===== src/rtl/wb_shared_bus.sv =====
// Shared-bus Wishbone interconnect: round-robin arbitration among NM masters,
// address decode to NS slaves, bus-error generation on unmapped access or ack timeout.
module wb_shared_bus #(
   parameter int unsigned NM = 2,
   parameter int unsigned NS = 3,
   parameter int unsigned AW = 32,
   parameter int unsigned DW = 32,
   parameter logic [2*NS*AW-1:0] AddrRanges = {32'h0000_0000, 32'h0000_2FFC,
                                               32'h0000_3000, 32'h0000_3FFC,
                                               32'h0000_4000, 32'h0000_4000},
   parameter int unsigned TIMEOUT = 16,
   localparam int unsigned OW = (NM > 1) ? $clog2(NM) : 1
) (
   input  logic                 clk_in,
   input  logic                 reset_in,
   input  logic [NM-1:0]        m_cyc_in,
   input  logic [NM-1:0]        m_stb_in,
   input  logic [NM-1:0]        m_we_in,
   input  logic [NM*AW-1:0]     m_adr_in,
   input  logic [NM*DW-1:0]     m_dat_in,
   input  logic [NM*DW/8-1:0]   m_sel_in,
   output logic [DW-1:0]        m_dat_out,
   output logic [NM-1:0]        m_ack_out,
   output logic [NM-1:0]        m_err_out,
   output logic [NS-1:0]        s_cyc_out,
   output logic [NS-1:0]        s_stb_out,
   output logic                 s_we_out,
   output logic [AW-1:0]        s_adr_out,
   output logic [DW-1:0]        s_dat_out,
   output logic [DW/8-1:0]      s_sel_out,
   input  logic [NS*DW-1:0]     s_dat_in,
   input  logic [NS-1:0]        s_ack_in,
   output logic [OW-1:0]        owner_out,
   output logic                 busy_out
);

   localparam int unsigned SW = (NS > 1) ? $clog2(NS) : 1;
   localparam int unsigned CW = $clog2(TIMEOUT + 1);
   localparam int unsigned BW = DW / 8;

   typedef enum logic [1:0] {ST_IDLE, ST_BUSY, ST_ERR} state_e;

   state_e          state_q;
   logic [OW-1:0]   owner_q;
   logic [OW-1:0]   ptr_q;
   logic [CW-1:0]   tcnt_q;

   logic [AW-1:0]   own_adr;
   logic            own_cyc;
   logic            own_stb;
   logic            hit_vld;
   logic [SW-1:0]   hit_idx;
   logic            grant_vld;
   logic [OW-1:0]   grant_idx;
   logic [OW-1:0]   next_ptr;
   logic            slv_ack;
   logic            active;

   assign own_adr  = m_adr_in[int'(owner_q)*AW +: AW];
   assign own_cyc  = m_cyc_in[owner_q];
   assign own_stb  = m_stb_in[owner_q];
   assign next_ptr = OW'((int'(owner_q) + 1) % int'(NM));
   assign active   = (state_q == ST_BUSY) && !reset_in;

   // Address decode; scanning upward so the lowest-index slave wins on overlap.
   always_comb begin
      hit_vld = 1'b0;
      hit_idx = '0;
      for (int i = 0; i < int'(NS); i++) begin
         if (!hit_vld &&
             own_adr >= AddrRanges[(2*(int'(NS)-1-i)+1)*AW +: AW] &&
             own_adr <= AddrRanges[(2*(int'(NS)-1-i))*AW +: AW]) begin
            hit_vld = 1'b1;
            hit_idx = SW'(i);
         end
      end
   end

   // Round-robin search starting at ptr_q.
   always_comb begin
      grant_vld = 1'b0;
      grant_idx = '0;
      for (int k = 0; k < int'(NM); k++) begin
         if (!grant_vld && m_cyc_in[(int'(ptr_q) + k) % int'(NM)]) begin
            grant_vld = 1'b1;
            grant_idx = OW'((int'(ptr_q) + k) % int'(NM));
         end
      end
   end

   assign slv_ack = s_ack_in[hit_idx] & hit_vld & own_stb;

   always_comb begin
      s_cyc_out = '0;
      s_stb_out = '0;
      m_ack_out = '0;
      m_err_out = '0;
      m_dat_out = '0;
      if (active && hit_vld && own_cyc) begin
         s_cyc_out[hit_idx] = 1'b1;
         s_stb_out[hit_idx] = own_stb;
         m_ack_out[owner_q] = slv_ack;
         m_dat_out          = s_dat_in[int'(hit_idx)*DW +: DW];
      end
      if (state_q == ST_ERR && !reset_in) begin
         m_err_out[owner_q] = 1'b1;
      end
   end

   assign s_we_out  = m_we_in[owner_q];
   assign s_adr_out = own_adr;
   assign s_dat_out = m_dat_in[int'(owner_q)*DW +: DW];
   assign s_sel_out = m_sel_in[int'(owner_q)*BW +: BW];
   assign busy_out  = (state_q != ST_IDLE) && !reset_in;
   assign owner_out = reset_in ? '0 : owner_q;

   // Arbiter FSM with ack-timeout counter.
   always_ff @(posedge clk_in) begin
      if (reset_in) begin
         state_q <= ST_IDLE;
         owner_q <= '0;
         ptr_q   <= '0;
         tcnt_q  <= '0;
      end else begin
         case (state_q)
            ST_IDLE: begin
               tcnt_q <= '0;
               if (grant_vld) begin
                  owner_q <= grant_idx;
                  state_q <= ST_BUSY;
               end
            end
            ST_BUSY: begin
               if (!own_cyc) begin
                  state_q <= ST_IDLE;
                  ptr_q   <= next_ptr;
                  tcnt_q  <= '0;
               end else if (own_stb && !hit_vld) begin
                  state_q <= ST_ERR;
                  tcnt_q  <= '0;
               end else if (!own_stb || slv_ack) begin
                  tcnt_q  <= '0;
               end else if (tcnt_q == CW'(TIMEOUT - 1)) begin
                  state_q <= ST_ERR;
                  tcnt_q  <= '0;
               end else begin
                  tcnt_q  <= tcnt_q + CW'(1);
               end
            end
            ST_ERR: begin
               state_q <= ST_BUSY;
            end
            default: begin
               state_q <= ST_IDLE;
            end
         endcase
      end
   end

endmodule


===== config.mk =====
export PLATFORM = sky130hd
export DESIGN_NAME = wb_shared_bus
export DESIGN_NICKNAME = d
export VERILOG_FILES = /design/src/rtl/wb_shared_bus.sv
export SDC_FILE = /design/constraint.sdc
export NUM_CORES = 1
export LEC_CHECK = 0
export ABC_AREA = 1
export CAP_MARGIN = 20
export CORE_AREA = 2 2 137 139
export DETAILED_ROUTE_END_ITERATION = 16
export DIE_AREA = 0 0 139 141
export PLACE_DENSITY = 0.63
export REMOVE_ABC_BUFFERS = 1
export SLEW_MARGIN = 25
export SYNTH_ARGS = -nofsm -noshare
export SYNTH_HDL_FRONTEND = slang
export SYNTH_SLANG_ARGS = --single-unit

===== constraint.sdc =====
create_clock -name clk_in -period 3.1 [get_ports clk_in]
set_input_delay 0.62 -clock clk_in [delete_from_list [all_inputs] [get_ports clk_in]]
set_output_delay 0.62 -clock clk_in [all_outputs]
set_load 0.02 [all_outputs]

==> key figures <==
Setup path
  • Critical Path Sink: m_dat_out[18]
  • Crit path DAT: 2520 ps
  • Critical path class: reg -> out
  • Worst Setup End Kind: output port
  • Data required time at the worst endpoint: 2480 ps
  • Worst Reg-to-Reg Cells: 20
  • Reg2Reg Launch Point: owner_q$_SDFFE_PP0P_
  • Worst R2R Setup Slack: 610 ps
  • Worst Setup SP: owner_q$_SDFFE_PP0P_
  • R2r endpoint: tcnt_q[3]$_SDFFE_PP0P_
  • CP Max Fanout: 8
  • CP startpoint kind: register

Clock tree
  • Clk root buf: clkbuf_16
  • Clock transition at path regs: 40 ps
  • CTS Buf Count: 3
  • Clk sinks: 9
  • Clk buf depth: 2
  • CTS tree: done
  • Htree depth: 1
  • Worst-Skew Late Latency: 240 ps

Finish
  • FILL cells: 1847
  • Commonest non-fill, non-tap cells in the layout: clkdlybuf4s50_1, nand2_1, buf_4
  • Layout area overhead: 209%
  • FF+latch area: 184 µm²
  • Nets: 1282
  • Most common cell after layout, fill and taps aside: clkdlybuf4s50_1
  • Share of cells above drive strength 1: 29.0%
  • Layout Cells excl Fill: 1272
  • Footprint of the multi-input gates: 0.00258 mm²

Synthesis
  • Count of cell types in the netlist: 31
  • Sequential fraction of the synthesis area: 6.59%
  • Area share of the largest cell type after synthesis: 38.6%
  • Yosys warns: 0
  • Mapped Avg Cell Area: 4.75 µm²
  • Synth area leaders: nand2_1, inv_1, mux2i_1
  • Yosys reg bits: 9
  • Post-synthesis cell count: 576
  • Cell Area, Synth: 0.00273 mm²
  • Biggest area consumer among synthesized cells: nand2_1

GRT
  • Initial antenna violation count: 1
  • Pin count of the biggest net entering global routing: 20
  • Global-route wire length before repair: 27.2 mm
  • Vias in the first global route: 5018
  • Gr usage total: 17.2%
  • Gr ovfl total: 0

Detailed routing
  • Routed wl met2: 9.15 mm
  • Met1 Wirelength: 8.16 mm
  • Drt via density: 4.03
  • Wire length on met3: 737 µm
  • Detailed Routing Iterations Pass 1: 5
  • Post-route ant nets: 0
  • DRC: 0
  • Number of DRC markers in iteration 0: 163
  • Drt total wl: 18.4 mm
  • Detailed-route via count: 5129
  • Wire per inst: 14.5 µm
  • Top Layer Used: met4

Die
  • Rows: 50
  • Die area: 0.0196 mm²
  • IO Count: 356
  • DIE WIDTH: 139 µm
  • Initial core utilization: 15.0%
  • Core area: 0.0183 mm²
  • Die Y-Extent: 141 µm

STA
  • Final setup viols: 28
  • Final slew viol count: 0
  • Fin. Hold Viols: 0
  • Fmax: 0.318 GHz
  • RSZ-0062 raised after global routing: true
  • Final Critical Period: 3140 ps
  • Clock skew: 1.92 ps
  • Worst slew pin tran: 267 ps
  • Final setup margin: -44.0 ps
  • Slew margin rel.: 81.7%
  • Period utilisation layout: 101%

Place
  • DP Worst Slack: -895 ps
  • Placed cell count: 1201
  • Port-buffer cells: 355
  • Post-DP HPWL: 13.1 mm
  • Gpl congestion: 0.826

Worst hold path
  • Tightest Hold Check Type: reg -> reg

Run
  • Max-Cap Viols: 0

Status
  • Failing checks: negative setup slack
  • Status: finished with violations

Pwr
  • Leakage: 4.30 nW
  • Peak supply drop: 270 µV
  • Power per cell area: 194 mW/mm²
[cells in the mapped netlist]
cell type and count:
o211ai_2 1, inv_2 2, inv_6 1, dfxtp_1 9, and2_1 1, mux2i_1 32, a21oi_1 3, nor2_4 1
nand2_1 281, nand4_1 3, clkbuf_1 10, o211ai_1 1, or2_2 1, nor2_1 41, o21ai_1 8, inv_1 103
nand2_2 1, buf_1 2, nor2_2 2, nor3_1 3, buf_2 5, nor3_2 2, ha_1 1, buf_4 6
a31oi_1 1, o31ai_1 1, nand3_2 1, buf_6 5, nand3b_1 1, nand3_1 12, o21ai_0 35
[cell type report]
class                           instances  share of cell area [%]
Antenna cell                            1                  0.0296
Inverter                              106                    5.05
Timing Repair Buffer                  483                    57.3
Timing Repair inverter                  2                   0.474
Clock buffer                            4                   0.933
Multi-Input combinational cell        433                    30.6
Sequential cell                         9                    2.18
Tap cell                              234                    3.47
[per-stage QoR]
stage	hold WS (ps)	power, mW	area [µm²]	util (%)	TNS (ps)
after floorplan	425	0.494	2560	-	-80560
after global placement	437	1.15	6950	38.1	-27790
after detailed placement	441	1.15	6950	38.1	-29120
after CTS	446	1.54	7820	42.8	-1160
after global routing	463	1.74	8440	46.2	-4930
final	443	1.64	8440	46.2	-408
[layer usage]
metal | GRT usage (%) | vias up
met4 | 3.08 | 0
met3 | 2.28 | 23
met2 | 29.9 | 176
met5 | 0 | -
met1 | 23.1 | 2280
li1 | - | 2650
[power breakdown]
| group | internal (mW) | total (mW) | switching [mW] |
|---|---|---|---|
| sequential | 0.122 | 0.128 | 0.00603 |
| clock | 0.172 | 0.231 | 0.0587 |
| combinational | 0.724 | 1.28 | 0.555 |
[worst min-delay path by stage]
stage | endpoint | start | cells past startpoint
after floorplan | tcnt_q[4]$_SDFFE_PP0P_ | tcnt_q[4]$_SDFFE_PP0P_ | 2
after global placement | tcnt_q[4]$_SDFFE_PP0P_ | tcnt_q[4]$_SDFFE_PP0P_ | 2
after detailed placement | tcnt_q[4]$_SDFFE_PP0P_ | tcnt_q[4]$_SDFFE_PP0P_ | 2
after CTS | tcnt_q[4]$_SDFFE_PP0P_ | tcnt_q[4]$_SDFFE_PP0P_ | 2
after global routing | tcnt_q[4]$_SDFFE_PP0P_ | tcnt_q[4]$_SDFFE_PP0P_ | 2
final | tcnt_q[4]$_SDFFE_PP0P_ | tcnt_q[4]$_SDFFE_PP0P_ | 2
[state kept, by name, summed over array words and instances, names as in the netlist]
name	flops
state_q	2
ptr_q	1
owner_q	1
tcnt_q	5
[worst max-delay path, stage by stage (launching register included)]
cell	delay, ps
dfxtp_4	360
buf_12	150
buf_16	150
buf_8	130
buf_6	120
nand2_2	70
nand2_4	50
nor2_4	110
nor2_2	40
nor2_2	110
nand2_2	90
nand3_4	100
buf_12	160
clkbuf_16	160
mux2i_1	260
o21ai_2	80
buf_6	130
[cell families (layout without fill, tap and decap cells)]
family          count (synthesis)  in the layout  share of synthesized area (%)
buf+inv                       134            595                           21.0
other cells                     0              1                              0
simple gates                  350            350                           50.6
fa+ha+maj                       1              1                          0.458
mux                            32             32                           11.7
compound gates                 50             50                           9.66
flops                           9              9                           6.59
[what timing repair did]
action / in CTS / in global routing
pin swaps: 34 / 32
hold buffers: 0 / 0
buffers inserted: 45 / 12
cloned: 10 / 1
setup endpoints to repair: 40 / 41
gates resized for setup: 383 / 149
Power figures use the tool's default switching activity.
